--- config.mk ---
export PLATFORM = sky130hd
export DESIGN_NAME = reg_depth_sweep_gen
export DESIGN_NICKNAME = d
export VERILOG_FILES = /design/src/rtl/reg_depth_sweep_gen.sv
export SDC_FILE = /design/constraint.sdc
export NUM_CORES = 1
export LEC_CHECK = 0
export ABC_AREA = 1
export CAP_MARGIN = 40
export CELL_PAD_IN_SITES_DETAIL_PLACEMENT = 1
export CELL_PAD_IN_SITES_GLOBAL_PLACEMENT = 2
export CORE_MARGIN = 2
export CORE_UTILIZATION = 31
export DETAILED_ROUTE_END_ITERATION = 16
export PLACE_DENSITY_LB_ADDON = 0.1
export SETUP_SLACK_MARGIN = 0.05
export SYNTH_ARGS = -nofsm -noshare
export SYNTH_HDL_FRONTEND = slang
export SYNTH_SLANG_ARGS = --single-unit
--- constraint.sdc ---
create_clock -name clk -period 2 [get_ports clk]
set_clock_uncertainty 0.15 [all_clocks]
set_input_delay 0.6 -clock clk [delete_from_list [all_inputs] [get_ports clk]]
set_output_delay 0.6 -clock clk [all_outputs]
set_load 0.02 [all_outputs]
--- src/rtl/reg_depth_sweep_gen.sv ---
`default_nettype none
// ============================================================================
// Module   : reg_depth_sweep_gen
// Brief    : Synthesizable write/read-back sweep generator for a registered
//            memory target. Two passes (pattern, inverted pattern) over
//            every location, with a READ_LAT-deep compare pipeline, a
//            saturating error counter and first-failing-address capture.
// Revision : 1.0 - initial release
// ============================================================================
module reg_depth_sweep_gen #(
  parameter int unsigned ADDR_W   = 8,
  parameter int unsigned DATA_W   = 8,
  parameter int unsigned DEPTH    = 2**ADDR_W,
  parameter int unsigned READ_LAT = 1,
  parameter int unsigned SEED     = 32'hA5
) (
  input  logic              clk,
  input  logic              rst,             // asynchronous, active-low
  input  logic              start,
  output logic              busy,
  output logic              done,
  output logic              pass,
  output logic [15:0]       err_cnt,
  output logic [ADDR_W-1:0] first_err_addr,
  output logic [ADDR_W-1:0] addr,
  output logic [DATA_W-1:0] data,
  output logic              clken,
  input  logic [DATA_W-1:0] qout
);

  localparam logic [DATA_W-1:0] C_SEED = DATA_W'(SEED);
  localparam logic [ADDR_W-1:0] C_LAST = ADDR_W'(DEPTH - 1);
  localparam int unsigned       C_FW   = (READ_LAT > 1) ? $clog2(READ_LAT) : 1;
  localparam logic [C_FW-1:0]   C_FLUSH_LAST = C_FW'(READ_LAT - 1);

  typedef enum logic [2:0] {
    S_IDLE  = 3'd0,
    S_WR    = 3'd1,
    S_RD    = 3'd2,
    S_FLUSH = 3'd3,
    S_FIN   = 3'd4
  } state_t;

  state_t              state_q;
  logic                pass_idx_q;
  logic [C_FW-1:0]     flush_cnt_q;
  logic [ADDR_W-1:0]   addr_q;
  logic [DATA_W-1:0]   data_q;
  logic                clken_q;
  logic                busy_q;
  logic                done_q;
  logic                pass_q;
  logic [15:0]         err_cnt_q;
  logic [15:0]         err_cnt_d;
  logic [ADDR_W-1:0]   first_err_q;
  logic [ADDR_W-1:0]   first_err_d;

  // Compare pipeline: one entry per presented read address
  logic                pv_q [READ_LAT];
  logic [ADDR_W-1:0]   pa_q [READ_LAT];
  logic [DATA_W-1:0]   pe_q [READ_LAT];

  logic                w_start_ok;
  logic                w_mismatch;

  // Pattern f(a) = SEED + a (mod 2**DATA_W), optionally inverted for pass 1
  function automatic logic [DATA_W-1:0] f_pat(input logic [ADDR_W-1:0] a,
                                               input logic             inv);
    logic [DATA_W-1:0] v;
    v = C_SEED + DATA_W'(a);
    return inv ? ~v : v;
  endfunction

  assign w_start_ok = (state_q == S_IDLE) && start;
  assign w_mismatch = pv_q[READ_LAT-1] && (qout != pe_q[READ_LAT-1]);

  // Error accounting: cleared on launch, otherwise saturating count and
  // first-address capture (err_cnt never wraps, so zero means "no error yet")
  always_comb begin
    err_cnt_d   = err_cnt_q;
    first_err_d = first_err_q;
    if (w_start_ok) begin
      err_cnt_d   = '0;
      first_err_d = '0;
    end else if (w_mismatch) begin
      if (err_cnt_q != 16'hFFFF) err_cnt_d = err_cnt_q + 16'd1;
      if (err_cnt_q == 16'd0)    first_err_d = pa_q[READ_LAT-1];
    end
  end

  // Shift the valid/address/expected pipeline; a new entry enters every RD cycle
  always_ff @(posedge clk or negedge rst) begin
    if (!rst) begin
      for (int i = 0; i < READ_LAT; i++) begin
        pv_q[i] <= 1'b0;
        pa_q[i] <= '0;
        pe_q[i] <= '0;
      end
    end else begin
      pv_q[0] <= (state_q == S_RD);
      pa_q[0] <= addr_q;
      pe_q[0] <= f_pat(addr_q, pass_idx_q);
      for (int i = 1; i < READ_LAT; i++) begin
        pv_q[i] <= pv_q[i-1];
        pa_q[i] <= pa_q[i-1];
        pe_q[i] <= pe_q[i-1];
      end
    end
  end

  // Sweep sequencer with registered target-side and status outputs
  always_ff @(posedge clk or negedge rst) begin
    if (!rst) begin
      state_q     <= S_IDLE;
      pass_idx_q  <= 1'b0;
      flush_cnt_q <= '0;
      addr_q      <= '0;
      data_q      <= '0;
      clken_q     <= 1'b0;
      busy_q      <= 1'b0;
      done_q      <= 1'b0;
      pass_q      <= 1'b0;
      err_cnt_q   <= '0;
      first_err_q <= '0;
    end else begin
      err_cnt_q   <= err_cnt_d;
      first_err_q <= first_err_d;
      case (state_q)
        S_IDLE: begin
          if (start) begin
            state_q    <= S_WR;
            pass_idx_q <= 1'b0;
            addr_q     <= '0;
            data_q     <= f_pat('0, 1'b0);
            clken_q    <= 1'b1;
            busy_q     <= 1'b1;
            done_q     <= 1'b0;
            pass_q     <= 1'b0;
          end
        end
        S_WR: begin
          if (addr_q == C_LAST) begin
            state_q <= S_RD;
            addr_q  <= '0;
            clken_q <= 1'b0;
          end else begin
            addr_q <= addr_q + 1'b1;
            data_q <= f_pat(addr_q + 1'b1, pass_idx_q);
          end
        end
        S_RD: begin
          // addr holds at the last location through FLUSH
          if (addr_q == C_LAST) begin
            state_q     <= S_FLUSH;
            flush_cnt_q <= '0;
          end else begin
            addr_q <= addr_q + 1'b1;
          end
        end
        S_FLUSH: begin
          if (flush_cnt_q == C_FLUSH_LAST) begin
            if (!pass_idx_q) begin
              state_q    <= S_WR;
              pass_idx_q <= 1'b1;
              addr_q     <= '0;
              data_q     <= f_pat('0, 1'b1);
              clken_q    <= 1'b1;
            end else begin
              state_q <= S_FIN;
            end
          end else begin
            flush_cnt_q <= flush_cnt_q + 1'b1;
          end
        end
        S_FIN: begin
          // The final compare has already landed in err_cnt_q here
          state_q <= S_IDLE;
          done_q  <= 1'b1;
          busy_q  <= 1'b0;
          pass_q  <= (err_cnt_q == 16'd0);
        end
        default: begin
          state_q <= S_IDLE;
          clken_q <= 1'b0;
          busy_q  <= 1'b0;
        end
      endcase
    end
  end

  assign busy           = busy_q;
  assign done           = done_q;
  assign pass           = pass_q;
  assign err_cnt        = err_cnt_q;
  assign first_err_addr = first_err_q;
  assign addr           = addr_q;
  assign data           = data_q;
  assign clken          = clken_q;

endmodule
`default_nettype wire

[Word level (Yosys, flattened, before mapping)]
Cells that the tools add are included.
Storage, ports and cells
  bits in registers: 66
  input port bits: 11
  output and inout port bits: 44
  word-level logic and storage cells: 99
Operators by class
  add/sub/neg operators: 5
  equal/unequal tests: 14
  muxes and demuxes: 38
  bitwise gates (word level): 4
  reduce and logical (&&, ||, !) cells: 24
Operator list (number)
  $mux 8: 14
  $mux 16: 3
  $pmux 8 s4: 1
  $pmux 8 s3: 1
  $add 16x1->16 const B: 1
  $add 8x8->8 const A: 2
  $logic_not 16->1: 1
  $ne 16x16->1 const B: 1
  $not 8->8: 2
  $mux 3: 5
  $reduce_and 5->1: 3
  $ne 2x2->1 const B: 6
  $pmux 3 s4: 1
  $reduce_bool 2->1: 6
  $pmux 1 s2: 5
  $reduce_and 2->1: 5
  $add 8x1->8 const B: 1
  $eq 8x8->1 const B: 1
  $ne 8x8->1: 1
  $mux 1: 7
  $eq 3x2->1 const B: 2
  $pmux 1 s4: 1
  $reduce_and 4->1: 1
  $reduce_bool 4->1: 1
  other kinds (11): 13

[Logic depth before layout (Yosys ltp)]
Gate-level depths: netlist of the first run.
  word-level depth: 6
  depth in mapped cells: 14
  depth with buffers taken out: 13

[Least setup slack after synthesis of the first run]
Ideal clock, no wire load.
  kind: register -> register
  start: register addr_q[1], in the netlist addr[1]
  end: register data_q[0], in the netlist data[0]
  library setup time: 0.126 ns
  arrival time: 1.715 ns
  required time: 1.724 ns
  slack: 0.009 ns
  stages on the path, launching flop included: 11
  path buffers: 0
  period minus slack after synthesis: 1.991 ns
  cells stage by stage: dfrtp_1 -> ha_1 -> nand3_1 -> nor2_2 -> nand3_1 -> nand2_1 -> nand2_1 -> nand2_2 -> inv_1 -> nor2_1 -> a21oi_1
Between the ends
  word-level cells in the longest chain between the ends: 3
Ends and longest elaborated chain
  from (decl): RTL line 47  | logic [ADDR_W-1:0] addr_q;
  from (signal assigned): RTL line 147  | addr_q <= addr_q + 1'b1;
  from (signal assigned): RTL line 157  | addr_q <= addr_q + 1'b1;
  $eq 8x8->1: RTL line 142  | if (addr_q == C_LAST) begin
  $ne 2x2->1 (no source line)
  $reduce_and 5->1 (no source line)
  to (signal assigned): RTL line 134  | data_q <= f_pat('0, 1'b0);
  to (signal assigned): RTL line 148  | data_q <= f_pat(addr_q + 1'b1, pass_idx_q);
  to (signal assigned): RTL line 166  | data_q <= f_pat('0, 1'b1);
  to (decl): RTL line 48  | logic [DATA_W-1:0] data_q;
No other way between the ends.
A chain may end at the register's enable or synchronous reset.

[Worst setup path in the final report of the first run]
  start: register addr_q[2], in the netlist addr[2]
  end: output port addr[2]
RTL lines
  to (decl): RTL line 25  | output logic [ADDR_W-1:0] addr,
No word-level cell between the ends.

==> results of run 1 <==
-- repair_timing --
action	in CTS	in global routing
gates resized for setup	57	46
pin swaps	2	18
endpoints found under the setup margin	75	42
setup buffers	0	1
gates cloned	0	2
-- Yosys cell counts --
| master | count |
|---|---|
| nand2_1 | 151 |
| dfrtp_1 | 65 |
| inv_1 | 52 |
| nand3_1 | 49 |
| nor2_1 | 48 |
| xor2_1 | 27 |
| o21ai_0 | 11 |
| a21oi_1 | 8 |
| buf_2 | 7 |
| nand4_1 | 7 |
| xnor2_1 | 7 |
| ha_1 | 6 |
| o22ai_1 | 5 |
| buf_6 | 4 |
| nor3_1 | 4 |
| inv_2 | 3 |
| nor2_2 | 3 |
| clkbuf_1 | 2 |
| nand2_2 | 2 |
| nor2_4 | 2 |
| a31oi_1 | 1 |
| clkbuf_2 | 1 |
| nand2_4 | 1 |
| nand3_2 | 1 |
| nand3_4 | 1 |
| nand3b_1 | 1 |
| nand3b_4 | 1 |
| nand4_2 | 1 |
| nor3b_1 | 1 |
| o31ai_1 | 1 |
| or2_2 | 1 |
-- logic make-up (layout without fill, tap and decap cells) --
family                   after synthesis  in the layout
flip-flops                            65             65
AO/OA/AOI/OAI                         26             26
buffers and inverters                 69            169
AND/OR/NAND/NOR                      274            275
adder cells (fa/ha/maj)                6              6
XOR/XNOR                              34             34
-- metal layers --
| metal | GRT usage (%) | vias up | wire length, µm |
|---|---|---|---|
| met4 | 5.77 | 0 | 153 |
| met2 | 30.6 | 41 | 5350 |
| met3 | 4.32 | 11 | 305 |
| li1 | - | 1674 | - |
| met1 | 22.0 | 1652 | 4810 |
| met5 | 0 | - | 0 |
-- cells in the final DEF (no fill, tap or decap), drive strengths merged, types with 2 or more instances in the layout --
master,instances
nor3,4
clkinv,5
ha,6
o21ai,11
buf,45
nand3,51
nor2,53
inv,55
dlygate4sd2,41
nand2,155
o22ai,5
nand4,8
dfrtp,65
clkbuf,11
dlymetal6s2s,8
xor2,27
clkinvlp,2
xnor2,7
nand3b,2
a21oi,8
-- worst max path at each step --
| stage | start | endpoint | slack (ps) | cells past startpoint |
|---|---|---|---|---|
| after floorplan | err_cnt[1] | err_cnt[5] | 90 | 10 |
| after global placement | qout[0] | first_err_addr[7] | -380 | 8 |
| after detailed placement | qout[0] | first_err_addr[0] | -420 | 8 |
| after CTS | addr[3] | addr[3] | 20 | 1 |
| after global routing | addr[1] | data[7] | 10 | 12 |
| final | addr[2] | addr[2] | 90 | 1 |
-- through the flow --
step / worst slack, ps / hold slack (ps)
after floorplan: 88.4 / 154
after global placement: -380 / 260
after detailed placement: -418 / 264
after CTS: 19.6 / 144
after global routing: 11.1 / 156
final: 94.3 / 109
-- sequential cells by signal (all words and copies together), names as in the netlist --
register,cells
addr,8
busy,1
clken,1
data,8
done,1
err_cnt,16
first_err_addr,8
pa_q,8
pass,1
pass_idx_q,1
pe_q,8
pv_q,1
state_q,3
-- area by class of cell --
cell class / instances / share of cell area [%]
multi-input cells: 341 / 37.1
inverters: 55 / 4.14
flip-flops and latches: 65 / 32.4
clock buffers: 9 / 4.46
clock inverters: 7 / 0.942
well taps: 143 / 3.54
repair buffers: 98 / 17.4
-- power groups by stage --
stage | combinational [mW] | clock [mW] | sequential (mW)
5_1_grt | 1.09 | 1.58 | 1.64
3_5_place_dp | 1.03 | 0 | 1.63
2_1_floorplan | 0.457 | 0 | 1.74
4_1_cts | 0.961 | 1.51 | 1.61
6_report | 0.969 | 1.46 | 1.61
3_3_place_gp | 1.02 | 0 | 1.63
==> impl_metrics.env, run 1 <==
export IMPL_status="finished clean"
export IMPL_ctsRootBufferMaster="clkbuf_16"
export IMPL_tightest_slew_ps=391
export IMPL_max_stage_delay_ps=470
export IMPL_synthAdderAreaFrac_pct=2.06
export IMPL_grt_use_total_pct=17.8
export IMPL_synth_top_area_cell="dfrtp_1"
export IMPL_cp_data_required_time_ps=1250
export IMPL_worstReg2RegStart="addr[1]"
export IMPL_slew_headroom_pct=73.9
export IMPL_powerDensity_nw_per_um2=801
export IMPL_core_area_um2=11400
export IMPL_num_io_pins=55
export IMPL_cp_end_kind="output pin"
export IMPL_rsz0062_at_grt="true"
export IMPL_grt_overflow_total=0
export IMPL_ys_warn_count=0
export IMPL_cp_start_kind="flop"
export IMPL_multi_input_area_um2=1870
export IMPL_path_buf_inv=1
export IMPL_synthTopCellsByArea="dfrtp_1 45%, nand2_1 16%, nand3_1 6.7%"
export IMPL_die_w_um=112
export IMPL_max_freq_ghz=0.525
export IMPL_p_comb_share_pct=24.0
export IMPL_synth_top_family_by_area="simple AND/OR/NAND/NOR gates"
export IMPL_p_seq_share_pct=39.8
export IMPL_cap_violations=0
export IMPL_setup_viol=0
export IMPL_fp_dieArea_um2=12600
export IMPL_cts_tree="done"
export IMPL_synth_top_cell_area_share_pct=44.7
export IMPL_dp_cells=699
export IMPL_nFillCells=1383
export IMPL_r2r_cells=12
export IMPL_vias=3378
export IMPL_clock_sinks=65
export IMPL_netlist_area_um2=3640
export IMPL_stdcell_area_um2=5050
export IMPL_initial_core_util_pct=31.9
export IMPL_clk_path_buf_depth=2
export IMPL_p_leak_nw=2.73
export IMPL_switching_power_mw=1.36
export IMPL_nets=587
export IMPL_grt_pass1_vias=3603
export IMPL_die_h_um=112
export IMPL_portBuffers=54
export IMPL_p_clk_share_pct=36.2
export IMPL_synth_cells=474
export IMPL_synth_compound_area_share_pct=3.85
export IMPL_grt_max_degree=66
export IMPL_path_cells="dlygate4sd2_1"
export IMPL_hold_class="in2async"
export IMPL_muxShareOfSynthArea_pct=0
export IMPL_h_tree_depth=3
export IMPL_syn2layout_area_growth_pct=38.7
export IMPL_ff2ff_setup_slack_ps=150
export IMPL_ant_nets=0
export IMPL_finalCriticalPeriod_ps=1910
export IMPL_slew_viol_final=0
export IMPL_drive_gt1_share_pct=19.8
export IMPL_dr_pass1_iters=4
export IMPL_dpl_instance_area_um2=4610
export IMPL_fin_crit_sh_pct=95.3
export IMPL_cts_made_buffers=9
export IMPL_insertedDiodeCount=0
export IMPL_fin_total_pwr_mw=4.04
export IMPL_clk_pin_slew_ps=60
export IMPL_clk_latency_ps=340
export IMPL_grt_pass1_wl_um=17700
export IMPL_syn_area_per_cell_um2=7.68
export IMPL_drt_wl_total_um=10600
export IMPL_place_congestion=0.783
export IMPL_place_hpwl_um=7690
export IMPL_finalSetupTns_ps=0
export IMPL_utilization_pct=44.2
export IMPL_synthesis_nets=491
export IMPL_hold_viol_final=0
export IMPL_crit_fanout=8
export IMPL_cp_arrival_ps=1160
export IMPL_layout_cells_non_filler=718
export IMPL_synth_simple_area_share_pct=33.0
export IMPL_cp_slowest_cell="dfrtp_2"
export IMPL_regArea_um2=1640
export IMPL_ys_seq_elements=65
export IMPL_r2r_end="data[7]"
export IMPL_synth_seq_area_share_pct=44.7
export IMPL_antenna_found_initial=0
export IMPL_postCtsHoldBufs=0
export IMPL_via_per_inst=4.70
export IMPL_drc_errors=0
export IMPL_swShare_pct=33.5
export IMPL_synth_xor_area_share_pct=8.18
export IMPL_drtIter0Drc=116
export IMPL_cp_top_family="flip-flops"
export IMPL_yosysUniqueCellTypes=31
export IMPL_ir_worst_vdd_uv=472
export IMPL_criticalPathCategory="reg2out"
export IMPL_placementRows=39
export IMPL_intPower_mw=2.69
export IMPL_wire_per_inst_um=14.8
Note: power is estimated with default switching activity, not from simulation.
==> run 2: changes to the inputs <==
Settings changed: CORE_ASPECT_RATIO set to 1.25, PLACE_DENSITY set to 0.8, PLACE_DENSITY_LB_ADDON 0.1 to unset.
==> run 2 against run 1 <==
Via count up 2.7%; register-to-register slack worse by 20 ps; combinational power up 2%; global-route usage up 0.21 points; sequential share of layout area down 0.52 points; sequential power about the same; sequential cell count unchanged; clock power up 23%; critical path depth up 1; critical path type unchanged; highest routed layer unchanged.
==> impl_metrics.env, run 2 (synthesis gave the netlist of run 1 again) <==
export IMPL_status="finished clean"
export IMPL_antenna_found_initial=0
export IMPL_setup_viol=0
export IMPL_crit_fanout=4
export IMPL_finalSetupTns_ps=0
export IMPL_die_h_um=125
export IMPL_syn2layout_area_growth_pct=40.9
export IMPL_swShare_pct=30.8
export IMPL_nets=584
export IMPL_criticalPathCategory="reg2out"
export IMPL_p_comb_share_pct=22.5
export IMPL_fp_dieArea_um2=12600
export IMPL_cap_violations=0
export IMPL_cts_made_buffers=9
export IMPL_dpl_instance_area_um2=4570
export IMPL_placementRows=44
export IMPL_cp_data_required_time_ps=1250
export IMPL_grt_max_degree=66
export IMPL_clk_latency_ps=330
export IMPL_grt_pass1_vias=3637
export IMPL_worstReg2RegStart="err_cnt[0]"
export IMPL_clk_path_buf_depth=2
export IMPL_ctsRootBufferMaster="clkbuf_16"
export IMPL_cts_tree="done"
export IMPL_clock_sinks=65
export IMPL_initial_core_util_pct=31.5
export IMPL_r2r_end="err_cnt[12]"
export IMPL_grt_use_total_pct=18.0
export IMPL_max_freq_ghz=0.516
export IMPL_layout_common_cells="133 x nand2_1, 56 x dfrtp_1, 50 x inv_1"
export IMPL_fin_total_pwr_mw=4.39
export IMPL_wire_per_inst_um=15.6
export IMPL_ir_worst_vdd_uv=363
export IMPL_drc_errors=0
export IMPL_cp_end_kind="output pin"
export IMPL_switching_power_mw=1.35
export IMPL_largest_register_ffs=16
export IMPL_clk_pin_slew_ps=60
export IMPL_hold_class="in2async"
export IMPL_ff2ff_setup_slack_ps=130
export IMPL_hold_viol_final=0
export IMPL_tightest_slew_ps=377
export IMPL_finalCriticalPeriod_ps=1940
export IMPL_final_common_cell="nand2_1"
export IMPL_holdWs_ps=102
export IMPL_powerDensity_nw_per_um2=856
export IMPL_rsz0062_at_grt="true"
export IMPL_pre_cts_slack_ps=-373
export IMPL_portBuffers=54
export IMPL_r2r_cells=9
export IMPL_slew_headroom_pct=74.8
export IMPL_insertedDiodeCount=0
export IMPL_grt_pass1_wl_um=17900
export IMPL_place_congestion=0.836
export IMPL_ant_nets=0
export IMPL_place_hpwl_um=7800
export IMPL_drive_gt1_share_pct=21.9
export IMPL_stdcell_area_um2=5130
export IMPL_fin_crit_sh_pct=96.8
export IMPL_grt_overflow_total=0
export IMPL_slew_viol_final=0
export IMPL_postCtsHoldBufs=0
export IMPL_cp_arrival_ps=1190
export IMPL_via_per_inst=4.89
export IMPL_num_io_pins=55
export IMPL_fin_ws_ps=63.3
export IMPL_core_area_um2=11600
export IMPL_p_leak_nw=2.75
export IMPL_p_seq_share_pct=36.5
export IMPL_h_tree_depth=3
export IMPL_vias=3470
export IMPL_intPower_mw=3.04
export IMPL_die_w_um=101
export IMPL_nFillCells=1426
export IMPL_drtIter0Drc=96
export IMPL_drt_wl_total_um=11100
export IMPL_cp_start_kind="flop"
export IMPL_p_clk_share_pct=41.0
export IMPL_dr_pass1_iters=4
[run 2: power groups by stage]
stage / Combinational (mW) / Sequential (mW) / Clock [mW]
global route: 1.10 / 1.62 / 1.90
global placement: 1.02 / 1.62 / 0
detailed placement: 1.05 / 1.62 / 0
floorplan: 0.457 / 1.74 / 0
CTS: 0.978 / 1.60 / 1.83
finish: 0.986 / 1.60 / 1.80
[run 2: critical path: stages (launching register included)]
cell	delay, ps
dfrtp_2	450
buf_4	150
clkdlybuf4s15_2	250
[run 2: layout make-up]
cell class              instances  area [µm²]  area share [%]
clock inverters                 4        73.8            1.44
multi-input cells             341        1920            37.4
clock buffers                  12         267            5.19
flip-flops and latches         65        1640            31.9
well taps                     138         173            3.37
inverters                      55         206            4.02
repair buffers                 95         856            16.7
[run 2: through the flow]
step | utilization (%) | cells
after CTS | 42.3 | 707
after detailed placement | 39.5 | 690
final | 44.4 | 710
after floorplan | - | 474
after global routing | 44.4 | 710
after global placement | 39.5 | 690
[run 2: how the worst max path moves through the flow]
| stage | slack [ps] | from | end |
|---|---|---|---|
| 2_1_floorplan | 90 | err_cnt[1] | err_cnt[5] |
| 3_3_place_gp | -310 | qout[0] | first_err_addr[5] |
| 3_5_place_dp | -370 | qout[0] | first_err_addr[0] |
| 4_1_cts | 50 | err_cnt[0] | err_cnt[13] |
| 5_1_grt | 30 | state_q[0] | data[7] |
| 6_report | 60 | addr[1] | addr[1] |
[run 2: routing by layer]
layer,global-route usage (%),vias up,wire length [µm]
li1,-,1664,-
met1,21.7,1736,4640
met2,31.5,56,5910
met3,3.80,14,358
met4,6.20,0,181
met5,0,-,0
[run 2: what timing repair did]
item / in CTS / in global routing
gates resized for setup: 59 / 64
gates cloned: 0 / 2
endpoints found under the setup margin: 68 / 48
buffers inserted: 1 / 1
pin swaps: 2 / 22
==> run 3: changes to the inputs <==
Settings changed: CORE_MARGIN 2 to 5.
==> run 3 against run 2 <==
Die area is 11% higher; worst setup slack improved by 30 ps; count of clock-buffer cells in the layout fell by 1; sequential power about the same; first-iteration DRC count grew 5.2%; critical path type unchanged; critical path depth shrank 1; global-route usage down 1.5 points; maximum frequency grew 1.6%; total power fell by 8.8%.
==> impl_metrics.env, run 3 (synthesis gave the netlist of run 1 again) <==
export IMPL_max_stage_delay_ps=460
export IMPL_placementRows=44
export IMPL_holdWs_ps=30.3
export IMPL_clk_path_buf_depth=2
export IMPL_grt_max_degree=24
export IMPL_finalSetupTns_ps=0
export IMPL_crit_fanout=5
export IMPL_nets=589
export IMPL_insertedDiodeCount=0
export IMPL_clk_latency_ps=330
export IMPL_layout_cells_non_filler=714
export IMPL_ff2ff_setup_slack_ps=140
export IMPL_portBuffers=54
export IMPL_final_common_cell="nand2_1"
export IMPL_fin_ws_ps=93.5
export IMPL_grt_use_total_pct=16.5
export IMPL_ctsRootBufferMaster="clkbuf_16"
export IMPL_slew_headroom_pct=74.5
export IMPL_num_io_pins=55
export IMPL_cp_top_family="flip-flops"
export IMPL_cp_arrival_ps=1160
export IMPL_core_area_um2=11600
export IMPL_place_congestion=0.793
export IMPL_fin_crit_sh_pct=95.3
export IMPL_cp_slowest_cell="dfrtp_1"
export IMPL_syn2layout_area_growth_pct=38.9
export IMPL_layout_common_cells="141 x nand2_1, 58 x dfrtp_1, 49 x inv_1"
export IMPL_max_freq_ghz=0.525
export IMPL_grt_pass1_vias=3783
export IMPL_place_hpwl_um=8290
export IMPL_criticalPathCategory="reg2out"
export IMPL_stdcell_area_um2=5060
export IMPL_vias=3431
export IMPL_drive_gt1_share_pct=19.8
export IMPL_ant_nets=0
export IMPL_powerDensity_nw_per_um2=791
export IMPL_r2r_cells=9
export IMPL_cts_made_buffers=9
export IMPL_rsz0062_at_grt="true"
export IMPL_pre_cts_slack_ps=-384
export IMPL_r2r_end="err_cnt[8]"
export IMPL_die_h_um=131
export IMPL_largest_register_ffs=16
export IMPL_setup_viol=0
export IMPL_die_w_um=107
export IMPL_drt_wl_total_um=11200
export IMPL_h_tree_depth=3
export IMPL_clk_pin_slew_ps=60
export IMPL_dpl_instance_area_um2=4620
export IMPL_cp_end_kind="output pin"
export IMPL_dr_pass1_iters=4
export IMPL_grt_pass1_wl_um=18500
export IMPL_ir_worst_vdd_uv=344
export IMPL_cp_data_required_time_ps=1250
export IMPL_grt_overflow_total=0
export IMPL_nFillCells=1431
export IMPL_cap_violations=0
export IMPL_drtIter0Drc=101
export IMPL_status="finished clean"
export IMPL_drc_errors=0
export IMPL_fp_dieArea_um2=14000
export IMPL_wire_per_inst_um=15.6
export IMPL_postCtsHoldBufs=0
export IMPL_antenna_found_initial=0
export IMPL_path_buf_inv=1
export IMPL_cp_start_kind="flop"
export IMPL_p_leak_nw=2.75
export IMPL_slew_viol_final=0
export IMPL_worstReg2RegStart="err_cnt[1]"
export IMPL_path_cells="dlygate4sd2_1"
export IMPL_via_per_inst=4.81
export IMPL_finalCriticalPeriod_ps=1910
export IMPL_initial_core_util_pct=31.5
export IMPL_hold_viol_final=0
export IMPL_hold_class="in2async"
export IMPL_dp_cells=693
export IMPL_tightest_slew_ps=382
export IMPL_clock_sinks=65
export IMPL_cts_tree="done"
run 3: worst max-delay path by stage:
| stage | start | to | depth (start not counted) |
|---|---|---|---|
| 5_1_grt | addr[0] | data[5] | 13 |
| 3_3_place_gp | qout[0] | first_err_addr[5] | 8 |
| 3_5_place_dp | qout[3] | first_err_addr[3] | 8 |
| 4_1_cts | addr[0] | addr[0] | 2 |
| 6_report | err_cnt[13] | err_cnt[13] | 1 |
| 2_1_floorplan | err_cnt[1] | err_cnt[5] | 10 |
run 3: worst reg2reg max path: stages (launching register included):
cell and delay, ps:
dfrtp_2 410, ha_2 220, nand2_1 70, nand3b_4 190
nor2_4 120, nand4_2 110, nand3_4 170, buf_4 190
nand3_1 80, nand2_1 80
run 3: final cells by class:
class                      count  area [µm²]  share of cell area (%)
inverter                      55         209                    4.13
tap                          138         173                    3.41
multi-input combinational    341        1860                    36.8
clock buffer                  11         243                    4.80
clock inverter                 4        20.0                   0.396
sequential                    65        1640                    32.3
timing repair buffer         100         917                    18.1
run 3: routing by layer:
layer	up-vias	GRT usage (%)	part of all wire [%]	routed length, µm
met5	-	0	0	0
met4	0	6.47	2.0	219
met3	15	2.16	2.5	283
met2	56	30.3	53	5870
met1	1688	19.1	43	4780
li1	1672	-	-	-
run 3: power breakdown:
part / total [mW] / switching (mW) / internal (mW)
clock: 1.43 / 0.576 / 0.857
sequential: 1.58 / 0.139 / 1.44
combinational: 0.994 / 0.583 / 0.411
run 3: metrics by stage:
step                power [mW]  utilization (%)
CTS                       4.06             42.3
floorplan                 2.20                -
detailed placement        2.68             39.9
finish                    4.00             43.7
global route              4.24             43.7
global placement          2.65             39.9
run 3: repair_timing:
item                       CTS  global route
pin swaps                    3            14
cloned                       0             2
gates resized for setup     59            43
setup buffers                2             2
setup endpoints to repair   84            41
hold endpoints to repair     0             0
